<file path="src/rtl/expander.sv">
// Sample expander: holds each accepted sample and emits it cfg_rep+1 times.
// Optional macro EXPANDER_EVT_FIRST_EN: event flags appear on the first copy only.
module expander #(
    parameter int SDW = 32,
    parameter int SCW = 32,
    parameter int SEW = 1
) (
    input  logic           clk,
    input  logic           rst,
    input  logic [SCW-1:0] cfg_rep,
    input  logic [SDW-1:0] sti_tdata,
    input  logic [SEW-1:0] sti_tevent,
    input  logic           sti_tvalid,
    output logic           sti_tready,
    output logic [SDW-1:0] sto_tdata,
    output logic [SEW-1:0] sto_tevent,
    output logic           sto_tvalid,
    input  logic           sto_tready
);

    typedef enum logic {EMPTY = 1'b0, HOLD = 1'b1} state_t;

    state_t         state_q, state_d;
    logic [SDW-1:0] data_q, data_d;
    logic [SEW-1:0] evt_q, evt_d;
    logic [SCW-1:0] cnt_q, cnt_d;
    logic           cnt_zero;
    logic           in_xfer;
    logic           out_xfer;

    // cnt counts remaining extra copies, so all-ones yields 2^SCW beats without wrapping.
    assign cnt_zero   = (cnt_q == '0);
    assign sti_tready = (state_q == EMPTY) | (sto_tready & cnt_zero);
    assign in_xfer    = sti_tvalid & sti_tready;
    assign out_xfer   = (state_q == HOLD) & sto_tready;

    always_ff @(posedge clk or posedge rst) begin
        if (rst) begin
            state_q <= EMPTY;
            data_q  <= '0;
            evt_q   <= '0;
            cnt_q   <= '0;
        end else begin
            state_q <= state_d;
            data_q  <= data_d;
            evt_q   <= evt_d;
            cnt_q   <= cnt_d;
        end
    end

    always_comb begin
        state_d = state_q;
        data_d  = data_q;
        evt_d   = evt_q;
        cnt_d   = cnt_q;
        case (state_q)
            EMPTY: begin
                if (in_xfer) begin
                    state_d = HOLD;
                    data_d  = sti_tdata;
                    evt_d   = sti_tevent;
                    cnt_d   = cfg_rep;
                end
            end
            HOLD: begin
                // An input transfer in HOLD implies the last copy is leaving: reload with no bubble.
                if (in_xfer) begin
                    data_d = sti_tdata;
                    evt_d  = sti_tevent;
                    cnt_d  = cfg_rep;
                end else if (out_xfer) begin
                    if (!cnt_zero) begin
                        cnt_d = cnt_q - 1'b1;
`ifdef EXPANDER_EVT_FIRST_EN
                        evt_d = '0;
`endif
                    end else begin
                        state_d = EMPTY;
                    end
                end
            end
            default: state_d = EMPTY;
        endcase
    end

    always_comb begin
        sto_tvalid = (state_q == HOLD);
        sto_tdata  = data_q;
        sto_tevent = evt_q;
    end

endmodule

</file>
<file path="config.mk">
export PLATFORM = sky130hd
export DESIGN_NAME = expander
export DESIGN_NICKNAME = d
export VERILOG_FILES = /design/src/rtl/expander.sv
export SDC_FILE = /design/constraint.sdc
export NUM_CORES = 1
export LEC_CHECK = 0
export CAP_MARGIN = 20
export CORE_MARGIN = 2
export CORE_UTILIZATION = 53
export CTS_CLUSTER_SIZE = 24
export DETAILED_ROUTE_END_ITERATION = 8
export DONT_BUFFER_PORTS = 1
export MAX_ROUTING_LAYER = met4
export PLACE_DENSITY = 0.67
export SLEW_MARGIN = 20
export SYNTH_ARGS = -nofsm -noshare
export SYNTH_HDL_FRONTEND = slang
export SYNTH_SLANG_ARGS = --single-unit
</file>
<file path="constraint.sdc">
create_clock -name clk -period 4.6 [get_ports clk]
set_input_delay 0.69 -clock clk [delete_from_list [all_inputs] [get_ports clk]]
set_output_delay 0.69 -clock clk [all_outputs]
set_load 0.1 [all_outputs]
</file>
# == Word level (Yosys, flattened, before mapping) ==
# Index checks and enable logic that the tools add are counted.
# Widths: inputs -> output; s select.
# totals
reg_bits,66
latchBits,0
mem_bits_rw,0
romBits,0
in_bits,69
output_inout_bits,35
elab_cells,27
mem_count,0
# classes
n_addsub,1
n_mul,0
n_div,0
magnitude_cmp,0
n_eq_ne,3
shift,0
n_mux,12
n_bitwise,5
reduce_logical,2
# op_table
operator,count
$mux 32,5
$pmux 32 s2,1
$logic_not 32->1,1
$sub 32x1->32 const B,1
$mux 1,5
$and 1x1->1,3
$ne 3x1->1 const B,1
$ne 3x2->1 const B,1
$reduce_and 3->1,1
$ne 2x2->1 const B,1
$pmux 1 s2,1
$not 1->1,1
$or 1x1->1,1

# == Longest topological paths before layout ==
# logic_depth
ltp_word,6
mapped_depth,9
mapped_depth_nobuf,7

# == Worst setup path before layout ==
# OpenSTA, ideal clock, no wires.
# synth_timing
path_type,reg-to-output
start,reg cnt_q[12]
end,out sti_tready
arrival_ps,2017
t_required_ps,3910
path_slack_ps,1893
path_stages_with_launch,6
n_path_buf,1
path_cell_list,dfrtp_1 buf_6 or4_4 nor3_4 nand3_1 nand2_1
# synth_via
elab_chain_cells,3
# synth_lines
item,line,text
"start, declared",26,"logic [SCW-1:0] cnt_q, cnt_d;"
"start signal, assigned",47,cnt_q <= cnt_d;
$logic_not 32->1,32,assign cnt_zero = (cnt_q == '0);
$and 1x1->1,33,assign sti_tready = (state_q == EMPTY) | (sto_tready & cnt_zero);
$or 1x1->1,33,
"end, declared",14,"output logic sti_tready,"
# No other way between the ends.

# == Worst setup path after layout ==
# layout_timing
start,reg cnt_q[0]
end,out sti_tready
# Same word-level chain as after synthesis.

==> metrics.txt <==
status completed; TritonCTS buffer count 9; fmax around 0.30 GHz; dpl hpwl between 6000 and 7000 um; final setup violation count 0; Hold Crit Endpoint sto_tdata[14]; # IOs between 100 and 150; worst hold stages 2; Syn Area/Cell 8.97 um^2; stages on the worst setup path 6; global route total overflow 0; ant diodes 0; CP peak stage delay roughly 0.73 ns; worst-skew pair later-pin latency 0.35 ns; fillers just over 600; Final Hold Fails 0; Post-Route Setup TNS 0 ns; CTS Buffer Depth 2; initial core utilization roughly 55%; vias in the first global route ~3000; Tmin final roughly 3.3 ns; critical path startpoint category flip-flop; vias per cell between 6 and 7; initial antenna violation count 0; Die W a little under 90 um; crit path cell chain inv_1 -> ha_1 -> nor3b_2 -> and4_1 -> nand3_1 -> nand2_1; Seq/Total Area, Yosys roughly 44%; Min-Delay Path Class in2reg; RR Startpoint cnt_q[0]; die height ~88 um; pwr dens 461 nW/um^2; Least-Margin Pin Slew 0.972 ns; cell row count 30; Synth cell types 69; die area between 7000 and 8000 um^2; min-delay src sti_tdata[14]; clock-pin slew on the worst setup and hold paths 0.08 ns; CP max-delay cell nand2_1; R2R Path End cnt_q[10]; Final ANT Viol Nets 0; Post-synth EDFFs 0; fraction of layout cells with a size suffix above 1 10.1%; Pleak approximately 0.0018 uW; Syn. warnings 0; Mapped Area between 3000 and 4000 um^2; Sinks on Clock Net 66; CP delay by family, top simple AND/OR/NAND/NOR gates; post-DR wirelength/cell 19.1 um; critical path class reg2out; Worst EP arrival about 2.6 ns; Iteration-0 DRC Markers ~280; area of the core 6830 um^2; FF+latch count, synth 66; CP Buf/Inv Count 1; Clock Skews 0.00979 ns; Async SR Flop Fraction 100%; final net count approximately 480; routed vias between 3000 and 4000; routability-driven placement congestion ratio a little under 0.9; Residual DRC 0; R2R cell count 7; drt total wl slightly below 10000 um; maximum vdd drop 0.318 mV; Synth-to-Final Area Change 5.86%; IO Port Bufs 0; Slew HR 35.2%; CTS resizes 0; CTS tree yes; pin count of the biggest net entering global routing 67; commonest non-fill, non-tap cell in the layout nand2_1; RSZ-0062 raised after global routing false; crit share post-route 71.7%; R2R setup slack 1.71 ns; Synth top area share roughly 44%; Critical Path RT a little under 4 ns; number of hold buffers added after CTS 0; leading area contributor after synthesis dfrtp_1; Synthesized Nets 491; Final Max Tran Viols 0; synth top area cells dfrtp_1 (44%), nand2_1 (11%), o22ai_1 (3.0%), nor3_1 (2.1%), nor2_1 (2.1%); cell count after synthesis roughly 420; nature of the critical path endpoint output pin; # placed instances about 500; Top FF cell, synth dfrtp_1; first-pass GRT wire length about 15000 um; Layout Cells excl Fill between 500 and 600; crit-path max FO 6; H-tree lvl count 3; clk root buf clkbuf_8; Max-cap violations 0; Setup Buffers After CTS 0; most frequent cells in the layout nand2_1 (113), dfrtp_1 (66), nor2_1 (21), o22ai_1 (18), inv_1 (17); overall routing resource usage a little over a quarter; DRT Pass-1 Iters 5
[how the worst max path moves through the flow]
stage / slack [ns] / startpoint / endpoint
2_1_floorplan: 1.89 / cnt_q[12] / sti_tready
3_3_place_gp: 1.76 / cnt_q[25] / sti_tready
3_5_place_dp: 1.71 / cnt_q[0] / sti_tready
4_1_cts: 1.33 / cnt_q[0] / sti_tready
5_1_grt: 1.13 / cnt_q[0] / sti_tready
6_report: 1.30 / cnt_q[0] / sti_tready
[final cells by class]
type,instances,area [um^2],share of cell area [%]
clock inverters,6,88.8,2.22
multi-input cells,310,1900,47.5
clock buffers,10,128,3.19
repair buffers,5,37.5,0.939
well taps,96,120,3.00
flip-flops and latches,66,1650,41.3
inverters,19,71.3,1.78
[stage by stage]
stage,util [%],area (um^2),total power [uW],setup slack (ns),hold WS (ns)
final,58.5,4000,1840,1.30,0.443
after global routing,58.5,4000,1940,1.13,0.425
after CTS,58.5,4000,1850,1.33,0.431
after detailed placement,55.3,3780,1310,1.71,0.495
after global placement,55.3,3780,1300,1.76,0.494
after floorplan,-,3780,1250,1.89,0.461
[cell families after synthesis]
logic type / count (synthesis) / synth area share (%)
AND/OR/NAND/NOR: 217 / 28.9
AO/OA/AOI/OAI: 85 / 18.9
flip-flops: 66 / 43.7
buffers and inverters: 45 / 6.23
multiplexers: 7 / 1.95
adder cells (fa/ha/maj): 1 / 0.331
[cells in the mapped netlist (8+ instances only)]
cell	n
nand2_1	113
a22oi_1	9
o2bb2ai_1	8
nor2_1	21
inv_1	18
o22ai_1	18
clkbuf_1	9
nor3_1	16
nand3_1	10
dfrtp_1	66
nor4_1	11
[sequential cells by signal, indices dropped and copies added, names as in the netlist]
| signal | flops |
|---|---|
| sto_tvalid | 1 |
| sto_tevent | 1 |
| sto_tdata | 32 |
| cnt_q | 32 |
[power by group]
part	switching, uW	leakage [uW]	total [uW]	internal [uW]
clock network	229	0.000103	535	306
registers	371	0.000810	1040	669
logic	158	0.000865	267	109
[worst reg2reg max path: stages (launching register included)]
cell and delay [ns]:
dfrtp_1 0.42, inv_1 0.07, ha_1 0.18, nor3b_2 0.38, nand4b_2 0.29, o31ai_4 0.61, nand2_1 0.46, o221a_2 0.37
[routing by layer]
| metal | GRT usage (%) | part of all wire [%] | wire (um) |
|---|---|---|---|
| met1 | 35.8 | 45 | 4440 |
| met2 | 36.8 | 43 | 4250 |
| met3 | 5.88 | 8.2 | 801 |
| met4 | 11.6 | 3.1 | 308 |
| met5 | - | 0 | 0 |
Note: power is estimated with default switching activity, not from simulation.
